--- config.mk ---
export PLATFORM = sky130hd
export DESIGN_NAME = jp_inv_lift_seq_flat
export DESIGN_NICKNAME = d
export VERILOG_FILES = /design/src/rtl/jp_inv_lift_seq_if.sv /design/src/rtl/jp_inv_lift_seq.sv /design/src/flat_wrapper.sv
export SDC_FILE = /design/constraint.sdc
export NUM_CORES = 1
export LEC_CHECK = 0
export BUFFER_PORTS_ARGS = -buffer_cell sky130_fd_sc_hd__buf_2
export CORE_MARGIN = 2
export CORE_UTILIZATION = 45
export DETAILED_ROUTE_END_ITERATION = 6
export PLACE_DENSITY = 0.72
export RECOVER_POWER = 25
export SLEW_MARGIN = 10
export SYNTH_ARGS = -nofsm -noshare
export SYNTH_HDL_FRONTEND = slang
export SYNTH_SLANG_ARGS = --single-unit
--- constraint.sdc ---
create_clock -name clk_fast -period 13.42 [get_ports clk_fast]
set_input_delay 0.671 -clock clk_fast [delete_from_list [all_inputs] [get_ports clk_fast]]
set_output_delay 0.671 -clock clk_fast [all_outputs]
set_load 0.02 [all_outputs]
--- src/rtl/jp_inv_lift_seq_if.sv ---
// Bus bundle for the inverse 5/3 lifting sequencer: control handshake plus the
// left/right/flags/residual read ports and the sample RAM write port.
interface jp_inv_lift_seq_if #(
  parameter int LANES = 16,
  parameter int SW    = 9,
  parameter int RW    = 10,
  parameter int FW    = 5,
  parameter int AW    = 10
);
  // Handshake: start is accepted only on a cycle where busy is low; busy then
  // stays high through the done cycle, and done pulses exactly once per
  // accepted start, one cycle after the single we_sa write-back pulse.
  logic                  start;
  logic [AW-1:0]         row_addr;
  logic                  busy;
  logic                  done;
  logic [AW-1:0]         addr_lf;
  logic [LANES*SW-1:0]   dout_lf;
  logic [AW-1:0]         addr_rt;
  logic [LANES*SW-1:0]   dout_rt;
  logic [AW-1:0]         addr_flgs;
  logic [LANES*FW-1:0]   dout_flgs;
  logic [AW-1:0]         addr_res;
  logic [RW-1:0]         dout_res;
  logic [AW-1:0]         addr_sa;
  logic [LANES*SW-1:0]   din_sa;
  logic                  we_sa;
  logic [2:0]            dbg_state;

  modport master (
    input  start, row_addr, dout_lf, dout_rt, dout_flgs, dout_res,
    output busy, done, addr_lf, addr_rt, addr_flgs, addr_res,
           addr_sa, din_sa, we_sa, dbg_state
  );

  modport slave (
    output start, row_addr, dout_lf, dout_rt, dout_flgs, dout_res,
    input  busy, done, addr_lf, addr_rt, addr_flgs, addr_res,
           addr_sa, din_sa, we_sa, dbg_state
  );
endinterface

--- src/rtl/jp_inv_lift_seq.sv ---
// Inverse 5/3 lifting sequencer: one start reconstructs one packed row of LANES samples.
// Optional macro JP_INV_SAT_EN clamps each sample to [0, 2^SW-1]; otherwise samples wrap.
module jp_inv_lift_seq #(
  parameter int LANES  = 16,
  parameter int SW     = 9,
  parameter int RW     = 10,
  parameter int FW     = 5,
  parameter int AW     = 10,
  parameter int RD_LAT = 1
) (
  input  logic                clk_fast,
  input  logic                rst,
  jp_inv_lift_seq_if.master   bus
);
  localparam int XW = SW + 3;
  localparam int CW = $clog2(LANES + RD_LAT + 1);
  localparam int LW = (LANES > 1) ? $clog2(LANES) : 1;

  typedef enum logic [2:0] {
    S_IDLE  = 3'd0,
    S_RDROW = 3'd1,
    S_LANE  = 3'd2,
    S_WR    = 3'd3,
    S_DONE  = 3'd4
  } state_t;

  state_t                r_state;
  state_t                w_next;
  logic [CW-1:0]         r_cnt;
  logic [AW-1:0]         r_row;
  logic [AW-1:0]         r_addr_res;
  logic [LANES*SW-1:0]   r_lf;
  logic [LANES*SW-1:0]   r_rt;
  logic [LANES*FW-1:0]   r_flgs;
  logic [LANES*SW-1:0]   r_word;

  logic                  w_rd_last;
  logic                  w_lane_last;
  logic [LW-1:0]         w_lane;
  logic [SW-1:0]         w_l;
  logic [SW-1:0]         w_r;
  logic [FW-1:0]         w_f;
  logic signed [XW-1:0]  w_sum;
  logic signed [XW-1:0]  w_e;
  logic signed [XW-1:0]  w_x;
  logic [SW-1:0]         w_x_pk;

  assign w_rd_last   = (r_cnt == CW'(RD_LAT - 1));
  assign w_lane_last = (r_cnt == CW'(LANES + RD_LAT - 1));
  // Residual for lane k lands RD_LAT cycles after its address, so the lane being
  // computed trails the LANE-cycle counter by RD_LAT.
  assign w_lane      = LW'(r_cnt - CW'(RD_LAT));

  always_ff @(posedge clk_fast or posedge rst) begin
    if (rst) r_state <= S_IDLE;
    else     r_state <= w_next;
  end

  always_comb begin
    w_next = r_state;
    case (r_state)
      S_IDLE:  if (bus.start) w_next = S_RDROW;
      S_RDROW: if (w_rd_last) w_next = S_LANE;
      S_LANE:  if (w_lane_last) w_next = S_WR;
      S_WR:    w_next = S_DONE;
      S_DONE:  w_next = S_IDLE;
      default: w_next = S_IDLE;
    endcase
  end

  always_comb begin
    bus.busy      = (r_state != S_IDLE);
    bus.done      = (r_state == S_DONE);
    bus.we_sa     = (r_state == S_WR);
    bus.addr_sa   = (r_state == S_WR) ? r_row  : '0;
    bus.din_sa    = (r_state == S_WR) ? r_word : '0;
    // Row words are requested in the accepting cycle so they arrive by the end of RDROW.
    if (r_state == S_IDLE) begin
      bus.addr_lf   = bus.start ? bus.row_addr : '0;
      bus.addr_rt   = bus.start ? bus.row_addr : '0;
      bus.addr_flgs = bus.start ? bus.row_addr : '0;
    end else begin
      bus.addr_lf   = r_row;
      bus.addr_rt   = r_row;
      bus.addr_flgs = r_row;
    end
    bus.addr_res  = r_addr_res;
    bus.dbg_state = r_state;
  end

  always_comb begin
    w_l    = r_lf[w_lane*SW +: SW];
    w_r    = r_rt[w_lane*SW +: SW];
    w_f    = r_flgs[w_lane*FW +: FW];
    w_sum  = $signed({3'b000, w_l}) + $signed({3'b000, w_r});
    w_e    = {{(XW-RW){bus.dout_res[RW-1]}}, bus.dout_res};
    if (w_f[1])      w_x = w_e;
    else if (w_f[0]) w_x = w_e + (w_sum >>> 1);
    else             w_x = w_e - ((w_sum + $signed(XW'(2))) >>> 2);
`ifdef JP_INV_SAT_EN
    if (w_x[XW-1])               w_x_pk = '0;
    else if (w_x[XW-2:SW] != '0) w_x_pk = '1;
    else                         w_x_pk = w_x[SW-1:0];
`else
    w_x_pk = w_x[SW-1:0];
`endif
  end

  always_ff @(posedge clk_fast or posedge rst) begin
    if (rst) begin
      r_cnt      <= '0;
      r_row      <= '0;
      r_addr_res <= '0;
      r_lf       <= '0;
      r_rt       <= '0;
      r_flgs     <= '0;
      r_word     <= '0;
    end else begin
      case (r_state)
        S_IDLE: begin
          r_cnt <= '0;
          if (bus.start) r_row <= bus.row_addr;
        end
        S_RDROW: begin
          if (w_rd_last) begin
            r_cnt      <= '0;
            r_lf       <= bus.dout_lf;
            r_rt       <= bus.dout_rt;
            r_flgs     <= bus.dout_flgs;
            r_addr_res <= r_row * AW'(LANES);
          end else begin
            r_cnt <= r_cnt + 1'b1;
          end
        end
        S_LANE: begin
          r_cnt <= r_cnt + 1'b1;
          if (r_cnt < CW'(LANES - 1)) r_addr_res <= r_addr_res + 1'b1;
          if (r_cnt >= CW'(RD_LAT))   r_word[w_lane*SW +: SW] <= w_x_pk;
        end
        default: r_cnt <= '0;
      endcase
    end
  end
endmodule
--- src/flat_wrapper.sv ---
// flat-port wrapper written by rule: the top's interface ports become plain ports
module jp_inv_lift_seq_flat 
#(
  parameter int LANES  = 16,
  parameter int SW     = 9,
  parameter int RW     = 10,
  parameter int FW     = 5,
  parameter int AW     = 10,
  parameter int RD_LAT = 1
)
  (clk_fast, rst, bus_start, bus_row_addr, bus_dout_lf, bus_dout_rt, bus_dout_flgs, bus_dout_res, bus_busy, bus_done, bus_addr_lf, bus_addr_rt, bus_addr_flgs, bus_addr_res, bus_addr_sa, bus_din_sa, bus_we_sa, bus_dbg_state);
  jp_inv_lift_seq_if #(.LANES(LANES), .SW(SW), .RW(RW), .FW(FW), .AW(AW)) bus_i ();
  input  logic clk_fast;
  input  logic rst;
  input wire logic [$bits(bus_i.start)-1:0] bus_start;
  input wire logic [$bits(bus_i.row_addr)-1:0] bus_row_addr;
  input wire logic [$bits(bus_i.dout_lf)-1:0] bus_dout_lf;
  input wire logic [$bits(bus_i.dout_rt)-1:0] bus_dout_rt;
  input wire logic [$bits(bus_i.dout_flgs)-1:0] bus_dout_flgs;
  input wire logic [$bits(bus_i.dout_res)-1:0] bus_dout_res;
  output wire logic [$bits(bus_i.busy)-1:0] bus_busy;
  output wire logic [$bits(bus_i.done)-1:0] bus_done;
  output wire logic [$bits(bus_i.addr_lf)-1:0] bus_addr_lf;
  output wire logic [$bits(bus_i.addr_rt)-1:0] bus_addr_rt;
  output wire logic [$bits(bus_i.addr_flgs)-1:0] bus_addr_flgs;
  output wire logic [$bits(bus_i.addr_res)-1:0] bus_addr_res;
  output wire logic [$bits(bus_i.addr_sa)-1:0] bus_addr_sa;
  output wire logic [$bits(bus_i.din_sa)-1:0] bus_din_sa;
  output wire logic [$bits(bus_i.we_sa)-1:0] bus_we_sa;
  output wire logic [$bits(bus_i.dbg_state)-1:0] bus_dbg_state;
  assign bus_i.start = bus_start;
  assign bus_i.row_addr = bus_row_addr;
  assign bus_i.dout_lf = bus_dout_lf;
  assign bus_i.dout_rt = bus_dout_rt;
  assign bus_i.dout_flgs = bus_dout_flgs;
  assign bus_i.dout_res = bus_dout_res;
  assign bus_busy = bus_i.busy;
  assign bus_done = bus_i.done;
  assign bus_addr_lf = bus_i.addr_lf;
  assign bus_addr_rt = bus_i.addr_rt;
  assign bus_addr_flgs = bus_i.addr_flgs;
  assign bus_addr_res = bus_i.addr_res;
  assign bus_addr_sa = bus_i.addr_sa;
  assign bus_din_sa = bus_i.din_sa;
  assign bus_we_sa = bus_i.we_sa;
  assign bus_dbg_state = bus_i.dbg_state;
  jp_inv_lift_seq #(.LANES(LANES), .SW(SW), .RW(RW), .FW(FW), .AW(AW), .RD_LAT(RD_LAT)) u_core (.clk_fast(clk_fast), .rst(rst), .bus(bus_i));
endmodule
==> metrics.csv <==
stage;metric;value;unit
grt;M2 GR Usage;0.420;
grt;initial antenna violation count;21;
sta;top achievable clock speed;0.0990;GHz
sta;Pins Over Slew Limit;456;
floorplanning;row count;84;
placed_design;placed instance count;3736;
sta;crit path time final;10100;ps
final_layout;area delta synth->final;20.1;%
clocking;clock transition at the registers of the reported paths;60;ps
worst_setup_path;reg2reg end;u_core.r_word[8]$_DFFE_PP0P_;
clocking;Post-CTS Resized;0;
final_layout;Final Net Count;3522;
sta;# setup viols final;0;
clocking;CTS Buf Count;53;
worst_setup_path;Setup CP Type;reg2reg;
clocking;CTS tree;built;
grt;met3 Resource Use GR;0.0527;
placed_design;GP Congestion;0.850;
placed_design;Placement Cell Area;27100;um2
yosys;synthesized flop and latch total;492;
yosys;Post-synth EDFFs;0;
clocking;CTS max path bufs;3;
yosys;yosys warns;0;
detailed_routing;vias per inst;5.19;
detailed_routing;initial DRC count;1507;
clocking;Post-CTS Setup Inserts;0;
sta;Tcrit/Tclk final;0.752;
sta;RSZ-0062 raised after global routing;false;
final_layout;final instance area;28800;um2
detailed_routing;DR DRC count;0;
yosys;Syn Inst Count;2655;
sta;Worst slew margin;-1.90;
worst_setup_path;Startpoint Class;flip-flop;
clocking;latest clock arrival within the worst-skew pair;600;ps
final_layout;Finished Layout Cells;3844;
yosys;Cell Area, Synth;24000;um2
grt;gr usage total;0.253;
sta;final hold vios;0;
job;Max-cap violations;6;
worst_setup_path;Critical R2R Launch;u_core.r_cnt[0]$_DFF_PP0_;
detailed_routing;drt wl/cell;18.4;um
worst_setup_path;peak per-stage delay on the critical path;1390;ps
floorplanning;Die Wd;235;um
yosys;post-synthesis sequential area ratio;0.513;
worst_setup_path;critical path capture point type;flip-flop;
yosys;fraction of registers with async set or reset after synthesis;1.00;
yosys;Synth Area in XOR/XNOR;0.0147;
detailed_routing;TritonRoute pass-1 iters;5;
worst_setup_path;CP Data Required Time;13830;ps
floorplanning;Die ar.;55200;um2
worst_setup_path;CP startpoint;u_core.r_cnt[0]$_DFF_PP0_;
worst_setup_path;Slowest-stage cell, CP;dfrtp_1;
yosys;Synth Area in Adders;0.0152;
sta;final setup TNS;0;ps
grt;global-route wire length before repair;110;mm
yosys;share of synthesized area spent on multiplexers;0.0877;
clocking;clk root buf;clkbuf_16;
worst_setup_path;FF-to-FF setup slack;3320;ps
worst_setup_path;CP endpoint;u_core.r_word[8]$_DFFE_PP0P_;
run_status;failing checks;capacitance limit, slew limit;
worst_setup_path;CP most frequent cell;a21oi_1;
floorplanning;die height;235;um
floorplanning;Top Ports;591;
yosys;Synth Area in Simple Gates;0.269;
detailed_routing;Total Wirelength;70.6;mm
grt;vias in the first global route;19300;
yosys;largest family of logic cells by synthesized area;simple AND/OR/NAND/NOR gates;
hold_path;class of the worst hold path;in2reg;
worst_setup_path;Reg2Reg Depth;28;
floorplanning;starting utilization of the core area;0.456;
grt;routing usage on met1;0.334;
yosys;complex-gate fraction of the synthesized area;0.0652;
final_layout;share of cells above drive strength 1;0.242;
floorplanning;core box area;52700;um2
final_layout;multi-input logic area;10900;um2
final_layout;# fillers;4845;
sta;worst-case clock skew;21.1;ps
worst_setup_path;CP Data Arrival Time;10510;ps
detailed_routing;DR vias;20000;
grt;GRT overflow;0;
worst_setup_path;Max FO, Critical Path;48;
run_status;outcome;complete, but fails checks;
clocking;Post-CTS Hold Fix Bufs;0;
final_layout;Final Util;0.547;
detailed_routing;antenna viol nets, final;0;
sta;actual slew at the worst max-slew pin;4360;ps
placed_design;Final HPWL DP;50.2;mm
grt;most used routing layer;met2;
clocking;CTS sink cnt;492;
clocking;H-tree depth;2;
grt;largest net degree at the start of global routing;177;
final_layout;Register Area;12300;um2
placed_design;I/O Buffers;541;
yosys;Synth Flop Type;dfrtp_1;
yosys;post-synthesis cell type count;72;
yosys;Post-Syn Area per Cell;9.04;um2
yosys;syn nets;3074;
-- registers in the layout (all words and copies together), names as in the netlist --
register              flops
u_core.r_rt             144
u_core.r_cnt              5
u_core.r_word           144
u_core.r_lf             144
u_core.bus.dbg_state      3
u_core.bus.addr_res      10
u_core.r_flgs            32
u_core.r_row             10
-- worst max-delay path: cells and delay by family (launching register included) --
kind            cells  cell delay [ps]
mux                 2              920
flops               1             1390
xor+xnor            4             1210
compound gates     12             2380
buf+inv             2             1260
simple gates        5              880
fa+ha+maj           3             1770
-- routing by layer --
metal | share of wire | wire (um)
met1 | 0.41 | 29100
met2 | 0.49 | 34700
met3 | 0.064 | 4530
met4 | 0.029 | 2030
met5 | 0.0026 | 182
-- synthesized netlist by cell type, drive strengths merged, types with 26 or more instances --
cell	number	area, um2
buf	42	259
nand2	1227	4610
mux4	76	1710
dfrtp	492	12300
clkbuf	130	488
and2	158	988
a31oi	27	175
a21oi	35	179
o21ai	122	611
ha	26	325
mux2	26	293
nor2	61	229
-- stage by stage --
step	hold WS, ps	setup slack [ps]
finish	260	3320
global route	245	2460
CTS	232	4220
detailed placement	457	4280
global placement	451	4410
floorplan	438	5700
-- cell usage in the layout, fill, tap and decap left out, types with 23 or more instances in the layout --
cell type	Yosys	layout
clkbuf_1	130	34
a31oi_1	26	26
mux2_2	26	26
nor2_1	61	60
buf_2	3	524
clkbuf_16	0	54
dfrtp_1	492	492
nand2_1	1226	1225
a21oi_1	34	34
o21ai_0	118	118
ha_1	26	25
and2_1	158	157
and3_1	23	23
mux4_2	76	76
-- worst min path at each step --
stage | startpoint | cells past startpoint | slack, ps | to
global placement | u_core.r_word[107]$_DFFE_PP0P_ | 2 | 450 | u_core.r_word[107]$_DFFE_PP0P_
CTS | rst | 2 | 230 | u_core.r_word[131]$_DFFE_PP0P_
floorplan | u_core.r_rt[45]$_DFFE_PP0P_ | 2 | 440 | u_core.r_rt[45]$_DFFE_PP0P_
detailed placement | u_core.r_lf[17]$_DFFE_PP0P_ | 2 | 460 | u_core.r_lf[17]$_DFFE_PP0P_
finish | bus_dout_rt[14] | 3 | 260 | u_core.r_rt[14]$_DFFE_PP0P_
global route | bus_dout_rt[98] | 3 | 240 | u_core.r_rt[98]$_DFFE_PP0P_
-- cell families after synthesis --
kind of cell    after synthesis
fa+ha+maj                    28
simple gates               1542
flops                       492
compound gates              252
buf+inv                     194
mux                         112
xor+xnor                     35
-- cell type report --
| type | count | share of cell area |
|---|---|---|
| diodes | 9 | 0.000781 |
| multi-input cells | 1969 | 0.378 |
| flip-flops and latches | 492 | 0.427 |
| clock buffers | 78 | 0.0538 |
| clock inverters | 21 | 0.00821 |
| inverters | 22 | 0.00291 |
| well taps | 688 | 0.0299 |
| repair buffers | 565 | 0.0989 |
Power is not shown: default switching activity piles up to over one toggle a cycle in this logic, so the estimate is an artifact.
